[src/rtl/ram_word_adapter.sv]
// rtl/ram_word_adapter.sv - byte-serial RAM port-A sequencer for CPU byte/halfword/word accesses
//
// Takes one load/store request from the CPU load/store unit and runs it as
// 1, 2 or 4 byte-wide cycles on RAM port A, most significant byte first.
// Loads are assembled big-endian and zero-extended; completion is a
// one-cycle ack.
//
// Build option: define ALIGN_CHECK_EN to reject misaligned halfword/word
// requests with a one-cycle err+ack and no RAM access. Without it, err is
// tied low and misaligned requests run byte-serially from addr.
//
// Ports:
//   clk, reset          clock, synchronous active-high reset
//   req, we, size       request strobe (sampled in IDLE), store flag, size code
//   addr, wdata         MS-byte address, right-aligned store data
//   rdata, ack          load result (valid with ack), completion pulse
//   busy, err           in-flight flag, misalignment pulse
//   ram_addr, ram_din   RAM port-A address and write byte
//   ram_we              RAM port-A write enable
//   ram_dout, ram_busy  RAM port-A read byte and its not-valid flag
module ram_word_adapter #(
    parameter int ADDRESS_WIDTH = 32
) (
    input  logic                     clk,
    input  logic                     reset,
    input  logic                     req,
    input  logic                     we,
    input  logic [1:0]               size,
    input  logic [ADDRESS_WIDTH-1:0] addr,
    input  logic [31:0]              wdata,
    output logic [31:0]              rdata,
    output logic                     ack,
    output logic                     busy,
    output logic                     err,
    output logic [ADDRESS_WIDTH-1:0] ram_addr,
    output logic [7:0]               ram_din,
    output logic                     ram_we,
    input  logic [7:0]               ram_dout,
    input  logic                     ram_busy
);

    typedef enum logic [2:0] {IDLE, ISSUE, CAPTURE, WRITE, DONE} state_t;

    state_t                   state_q, state_d;
    logic [ADDRESS_WIDTH-1:0] base_q, base_d;
    logic [1:0]               last_q, last_d;    // index of the final byte (N-1)
    logic [1:0]               k_q, k_d;
    logic [31:0]              wdata_q, wdata_d;
    logic [31:0]              asm_q, asm_d;
    logic [ADDRESS_WIDTH-1:0] ram_addr_q, ram_addr_d;
    logic [7:0]               ram_din_q, ram_din_d;
    logic                     ram_we_q, ram_we_d;
    logic                     ack_q, ack_d;
    logic                     busy_q, busy_d;
    logic [31:0]              rdata_q, rdata_d;
    logic [1:0]               k_inc;
`ifdef ALIGN_CHECK_EN
    logic                     err_q, err_d;
`endif

    function automatic logic [1:0] last_index(input logic [1:0] sz);
        case (sz)
            2'b00:   return 2'd0;
            2'b01:   return 2'd1;
            default: return 2'd3;    // word, and reserved code treated as word
        endcase
    endfunction

    // Byte idx of the right-aligned store word (0 = least significant).
    function automatic logic [7:0] sel_byte(input logic [31:0] w, input logic [1:0] idx);
        return w[{idx, 3'b000} +: 8];
    endfunction

    always_comb begin
        state_d    = state_q;
        base_d     = base_q;
        last_d     = last_q;
        k_d        = k_q;
        wdata_d    = wdata_q;
        asm_d      = asm_q;
        ram_addr_d = ram_addr_q;
        ram_din_d  = 8'h00;
        ram_we_d   = 1'b0;
        ack_d      = 1'b0;
        rdata_d    = 32'h0;
        k_inc      = k_q + 2'd1;
`ifdef ALIGN_CHECK_EN
        err_d      = 1'b0;
`endif
        // Outputs are registered, so each branch computes what the next
        // state will present on the RAM port.
        case (state_q)
            IDLE: begin
                if (req) begin
                    base_d  = addr;
                    last_d  = last_index(size);
                    wdata_d = wdata;
                    asm_d   = 32'h0;
                    k_d     = 2'd0;
`ifdef ALIGN_CHECK_EN
                    if ((size == 2'b01 && addr[0]) || (size[1] && addr[1:0] != 2'b00)) begin
                        state_d = DONE;
                        ack_d   = 1'b1;
                        err_d   = 1'b1;
                    end else
`endif
                    if (we) begin
                        state_d    = WRITE;
                        ram_addr_d = addr;
                        ram_we_d   = 1'b1;
                        ram_din_d  = sel_byte(wdata, last_index(size));
                    end else begin
                        state_d    = ISSUE;
                        ram_addr_d = addr;
                    end
                end
            end
            ISSUE: begin
                state_d = CAPTURE;
            end
            CAPTURE: begin
                // The read byte belongs to the address held since ISSUE; wait
                // here as long as the RAM flags it invalid.
                if (!ram_busy) begin
                    asm_d = {asm_q[23:0], ram_dout};
                    k_d   = k_inc;
                    if (k_q == last_q) begin
                        state_d = DONE;
                        ack_d   = 1'b1;
                        rdata_d = {asm_q[23:0], ram_dout};
                    end else begin
                        state_d    = ISSUE;
                        ram_addr_d = base_q + ADDRESS_WIDTH'(k_inc);
                    end
                end
            end
            WRITE: begin
                k_d = k_inc;
                if (k_q == last_q) begin
                    state_d = DONE;
                    ack_d   = 1'b1;
                end else begin
                    ram_addr_d = base_q + ADDRESS_WIDTH'(k_inc);
                    ram_we_d   = 1'b1;
                    ram_din_d  = sel_byte(wdata_q, last_q - k_inc);
                end
            end
            DONE: begin
                state_d = IDLE;
            end
            default: begin
                state_d = IDLE;
            end
        endcase
        busy_d = (state_d != IDLE);
    end

    always_ff @(posedge clk) begin
        if (reset) begin
            state_q    <= IDLE;
            base_q     <= '0;
            last_q     <= 2'd0;
            k_q        <= 2'd0;
            wdata_q    <= 32'h0;
            asm_q      <= 32'h0;
            ram_addr_q <= '0;
            ram_din_q  <= 8'h00;
            ram_we_q   <= 1'b0;
            ack_q      <= 1'b0;
            busy_q     <= 1'b0;
            rdata_q    <= 32'h0;
`ifdef ALIGN_CHECK_EN
            err_q      <= 1'b0;
`endif
        end else begin
            state_q    <= state_d;
            base_q     <= base_d;
            last_q     <= last_d;
            k_q        <= k_d;
            wdata_q    <= wdata_d;
            asm_q      <= asm_d;
            ram_addr_q <= ram_addr_d;
            ram_din_q  <= ram_din_d;
            ram_we_q   <= ram_we_d;
            ack_q      <= ack_d;
            busy_q     <= busy_d;
            rdata_q    <= rdata_d;
`ifdef ALIGN_CHECK_EN
            err_q      <= err_d;
`endif
        end
    end

    assign rdata    = rdata_q;
    assign ack      = ack_q;
    assign busy     = busy_q;
    assign ram_addr = ram_addr_q;
    assign ram_din  = ram_din_q;
    assign ram_we   = ram_we_q;
`ifdef ALIGN_CHECK_EN
    assign err      = err_q;
`else
    assign err      = 1'b0;
`endif

endmodule

[config.mk]
export PLATFORM = sky130hd
export DESIGN_NAME = ram_word_adapter
export DESIGN_NICKNAME = d
export VERILOG_FILES = /design/src/rtl/ram_word_adapter.sv
export SDC_FILE = /design/constraint.sdc
export NUM_CORES = 1
export LEC_CHECK = 0
export CAP_MARGIN = 10
export CORE_UTILIZATION = 55
export DETAILED_ROUTE_END_ITERATION = 12
export DONT_BUFFER_PORTS = 1
export PLACE_DENSITY = 0.78
export SLEW_MARGIN = 20
export SYNTH_ARGS = -nofsm -noshare
export SYNTH_HDL_FRONTEND = slang
export SYNTH_SLANG_ARGS = --single-unit
[constraint.sdc]
create_clock -name clk -period 2.5 [get_ports clk]
set_clock_uncertainty 0.15 [all_clocks]
set_input_delay 0.5 -clock clk [delete_from_list [all_inputs] [get_ports clk]]
set_output_delay 0.5 -clock clk [all_outputs]
set_load 0.1 [all_outputs]
---- After elaboration in Yosys (flattened, before gate mapping) ----
Cells that the tools add are included.
storage, ports and cells
  flip-flop bits (word level) ............. 170
  logic and storage cells ................. 66
  output and inout bits ................... 76
cells by class
  equality and inequality tests ........... 7
  reduce and logical (&&, ||, !) cells .... 9
  muxes and demuxes ....................... 31
  shift operators ......................... 2
  $add $sub $neg .......................... 3
  bitwise gates (word level) .............. 2
operators with widths
  operator                                                          count
  32-bit two-way mux                                                3
  32-bit one-hot mux with 3 select lines                            1
  32-bit by 6-bit indexed part select with 8-bit output             2
  24-bit two-way mux                                                2
  24-bit one-hot mux with 2 select lines                            1
  32-bit by 2-bit adder with 32-bit output                          1
  8-bit two-way mux                                                 3
  8-bit one-hot mux with 2 select lines                             1
  2-bit two-way mux                                                 6
  3-bit two-way mux                                                 4
  3-bit one-hot mux with 4 select lines                             1
  3-bit by 2-bit == test with 1-bit output (second input constant)  2
  2-bit one-hot mux with 3 select lines                             1
  3-bit AND reduction                                               2
  3-bit nonzero test                                                2
  1-bit two-way mux                                                 5
  2-bit != test (second input constant)                             2
  1-bit one-hot mux with 2 select lines                             2
  2-bit one-hot mux with 2 select lines                             1
  4-bit OR reduction                                                1
  3-bit by 1-bit == test with 1-bit output (second input constant)  1
  3-bit logical NOT                                                 1
  2-bit by 1-bit adder with 2-bit output (second input constant)    1
  2-bit by 1-bit == test with 1-bit output (second input constant)  1
  other kinds (6)                                                   7

---- Depth between registers and ports, before layout ----
  depth after elaboration ................. 9
  gate-level depth with buffers ........... 8
  mapped depth without buffers ............ 8

---- Least setup slack after synthesis ----
OpenSTA, ideal clock, no wires.
  kind .................................... flip-flop to flip-flop
  start ................................... reg k_q[0]
  end ..................................... reg ram_addr_q[14] (netlist: ram_addr[14])
  clock period less this slack ............ 2.258 ns
  data arrival time ....................... 2.037 ns
  setup slack ............................. 0.242 ns
  path buffers ............................ 0
  setup time .............................. 0.070 ns
  cell stages (with the launch flop) ...... 8
  path through ............................ dfxtp_1 -> xor2_1 -> fa_1 -> nand4_1 -> nor4_2 -> xnor2_1 -> a211o_1 -> a21oi_1
on the way
  longest elaborated chain between the ends .. 5
  elaborated cells on any way between the ends .. 6
  classes of those cells .................. 2 x add/sub; 1 x eq/ne; 3 x mux
RTL lines
  item                                        RTL line  source
  from (decl)                                 47        logic [1:0] k_q, k_d;
  from (signal assigned)                      179       k_q <= k_d;
  2-bit by 1-bit adder with 2-bit output      86        k_inc = k_q + 2'd1;
  32-bit by 2-bit adder with 32-bit output    133, 143
  32-bit two-way mux (*)                      127, 139
  32-bit two-way mux                          124       if (!ram_busy) begin
  32-bit one-hot mux with 3 select lines (*)  92        case (state_q)
  to (signal assigned)                        182       ram_addr_q <= ram_addr_d;
  to (decl)                                   50        logic [ADDRESS_WIDTH-1:0] ram_addr_q, ram_addr_d;
Mark *: on every way between the ends. The rest lies on a longest branch, timed or not. The select of a mux whose other input is x is not followed.
A chain may end at the register's enable or synchronous reset.

---- Worst setup path after layout ----
  start ................................... reg k_q[0]
  end ..................................... reg ram_addr_q[22] (netlist: ram_addr[22])
The elaborated chain is that of the path after synthesis.

==> impl_metrics.yaml <==
clocking:
  cts.clk_slew.worst_paths_ns: 0.06
  cts_made_buffers: 17
  clk_latency_ns: 0.43
  clockRootBuffer: "clkbuf_16"
  cts_buffer_depth: 2
  cts_tree: "done"
  cts_sinks: 170
  h-tree-depth: 4
die:
  dieArea_um2: 13200
  io_pins: 155
  core_region_area_um2: 12200
  dieHeight_um: 115
  die_w_um: 115
  initial_core_util: 0.573
  rows: 40
pwr:
  p_leak_nw: 3.31
  p_int_mw: 5.02
  p_switching_mw: 2.77
  power_frac_seq: 0.396
  p_per_area_nw_per_um2: 924
  peakVddDrop_uv: 662
  clkPwrFrac: 0.338
  swShare: 0.356
  combPwrFrac: 0.266
run:
  max-cap-violations: 0
finish:
  fill_cells: 1003
  fin_area_um2: 8430
  area_growth_pct: 20.4
  final_util: 0.690
  diodes: 0
  nNetsFinal: 975
  layout-drive-gt1-share: 0.168
detailed_routing:
  vias_per_cell: 5.74
  dr.pass1.iters: 6
  routed_wl_um: 18400
  drt-initial-drc-count: 414
  ant_nets: 0
  num_vias: 6159
  post_drt_wl_per_cell_um: 17.1
  drc: 0
global_routing:
  grt_overflow: 0
  grt_pass1_wl_um: 28100
  antenna_found_initial: 0
  grt_use_total: 0.277
  grt_max_degree: 90
  grt_pass1_vias: 5984
logic_synthesis:
  seq_area_frac_synth: 0.486
  syn_nets: 911
  ys_seq_elements: 170
  ys.warnings.count: 0
  synth_edf_count: 0
  synth_cell_types: 54
  synth_area_per_cell_um2: 8.45
  ys.flop_type: "dfxtp_1"
  async_flop_share: 0
  syn_inst: 828
  netlist_area_um2: 7000
critical_path:
  crit_fanout: 4
  cp_slowest_cell: "nor4_4"
  critical_path.top_delay_family: "simple AND/OR/NAND/NOR gates"
  arrival_ns: 2.56
  critPathLaunchType: "flop"
  endpoint_kind: "flop"
  critPathBufInv: 3
  path_cells: "inv_1, buf_4, ha_4, fa_2, nand4_1, nor4_4, buf_4, nand4_1, xor2_1, o22ai_1"
  cpPeakStageDelay_ns: 0.38
  critical_path_class: "reg2reg"
  cp_data_required_time_ns: 2.64
sta:
  holdWs_ns: 0.0260
  max-slew-margin-rel: 0.310
  fmax_mhz: 413
  setup_viol: 0
  period_needed_ns: 2.42
  fin_crit_sh: 0.968
  report.final.slew_viol_count: 0
  worst_pin_slew_ns: 1.04
  finalHoldViolCount: 0
placed_design:
  dp_hpwl_um: 11500
  io_buffers: 0
  dpl-instance-area_um2: 7700
  place_congestion: 0.839
outcome:
  outcome: "finished clean"
worst_hold_path:
  hold_class: "in2reg"
-- kinds of logic after synthesis --
logic type	synth area share
AOI/OAI and AO/OA	0.160
xor gates and xnor gates	0.0424
adders and majority gates	0.00822
buffers and inverters	0.0381
DFF	0.486
muxes	0.0357
other	0.000536
and+or+nand+nor	0.229
-- flip-flops by register name (all words and copies together) (netlist names) --
signal / flops
ram_din: 8
state_q: 3
k_q: 2
wdata_q: 32
ack: 1
ram_addr: 32
ram_we: 1
base_q: 32
busy: 1
last_q: 2
asm_q: 24
rdata: 32
-- power by group through the flow --
stage               Sequential [mW]  Combinational (mW)  Clock (mW)
floorplan                      3.84               0.897           0
global placement               3.12                1.95           0
detailed placement             3.14                2.00           0
CTS                            3.08                2.06        2.65
global route                   3.11                2.19        2.77
finish                         3.08                2.07        2.63
-- final cells by class --
type / count / area [um^2] / area share
Clock buffer: 19 / 453 / 0.0537
Clock inverter: 13 / 143 / 0.0169
Inverter: 4 / 15.0 / 0.00178
Multi-Input combinational cell: 597 / 3400 / 0.403
Sequential cell: 170 / 3410 / 0.404
Tap cell: 168 / 210 / 0.0249
Timing Repair Buffer: 102 / 803 / 0.0953
-- cells in the final DEF (no fill, tap or decap), drive strengths merged, types with 3 or more instances in the layout --
cell type  Yosys  final
mux2i         25     25
a211o          9      9
and4           4      4
buf           20    100
o22ai          9      9
nor3          10     10
clkbuf        37     19
a21boi         8      8
nand2        181    181
nor2          38     38
xnor2         13     13
and2          36     36
ha             3      3
o21ai         20     20
xor2          20     20
a211oi         6      6
nand3         40     40
a21oi        116    116
clkinvlp       0      5
inv            4      6
nor4           4      4
a31oi          4      4
clkinv         0      4
nand4         12     12
o22a           8      8
dfxtp        170    170
and3           4      4
-- worst register-to-register path, cell delays in order (launching register included) --
cell	delay, ns
dfxtp_2	0.34
inv_1	0.08
buf_4	0.13
ha_4	0.15
fa_2	0.24
nand4_1	0.24
nor4_4	0.38
buf_4	0.19
nand4_1	0.11
xor2_1	0.17
o22ai_1	0.11
-- worst paths after layout --
kind	start	to	slack [ns]	depth (start not counted)
worst min register to register	asm_q[23]	asm_q[23]	0.30	2
worst max-delay path	k_q[0]	ram_addr[22]	0.08	10
worst max register to register	k_q[0]	ram_addr[22]	0.08	10
worst min-delay path	reset	ram_addr[27]	0.03	1
-- what timing repair did --
item | 4_1_cts | 5_1_grt
hold buffers | 3 | 0
gates resized for setup | 2 | 8
buffers inserted | 0 | 4
endpoints found under the setup margin | 3 | 10
endpoints found under the hold margin | 89 | 0
pin swaps | 0 | 3
-- per-stage QoR --
| step | setup TNS (ns) | std cells | setup slack (ns) | total power, mW |
|---|---|---|---|---|
| 2_1_floorplan | 0 | 828 | 0.242 | 4.74 |
| 5_1_grt | -0.152 | 1073 | -0.0620 | 8.06 |
| 6_report | 0 | 1073 | 0.0801 | 7.79 |
| 3_5_place_dp | 0 | 1034 | 0.00130 | 5.14 |
| 4_1_cts | 0 | 1069 | 0.0592 | 7.79 |
| 3_3_place_gp | 0 | 1034 | 0.145 | 5.07 |
-- metal layers --
metal,vias up,track usage,wire length (um)
li1,2953,-,-
met1,2947,0.302,7140
met2,232,0.489,9380
met3,27,0.0965,1560
met4,0,0.118,273
met5,-,0,0
-- synthesized netlist by cell type (all sizes together), types with 3 or more instances --
cell | count | area share
nand2 | 181 | 0.097
dfxtp | 170 | 0.49
a21oi | 116 | 0.083
nand3 | 40 | 0.029
nor2 | 38 | 0.020
clkbuf | 37 | 0.020
and2 | 36 | 0.032
mux2i | 25 | 0.036
buf | 20 | 0.016
o21ai | 20 | 0.015
xor2 | 20 | 0.025
xnor2 | 13 | 0.017
nand4 | 12 | 0.012
nor3 | 10 | 0.0071
a211o | 9 | 0.011
o22ai | 9 | 0.0080
a21boi | 8 | 0.0086
o22a | 8 | 0.010
a211oi | 6 | 0.0064
a31oi | 4 | 0.0036
and3 | 4 | 0.0036
and4 | 4 | 0.0050
inv | 4 | 0.0021
nor4 | 4 | 0.0054
ha | 3 | 0.0054
(Power assumes the default switching activity.)
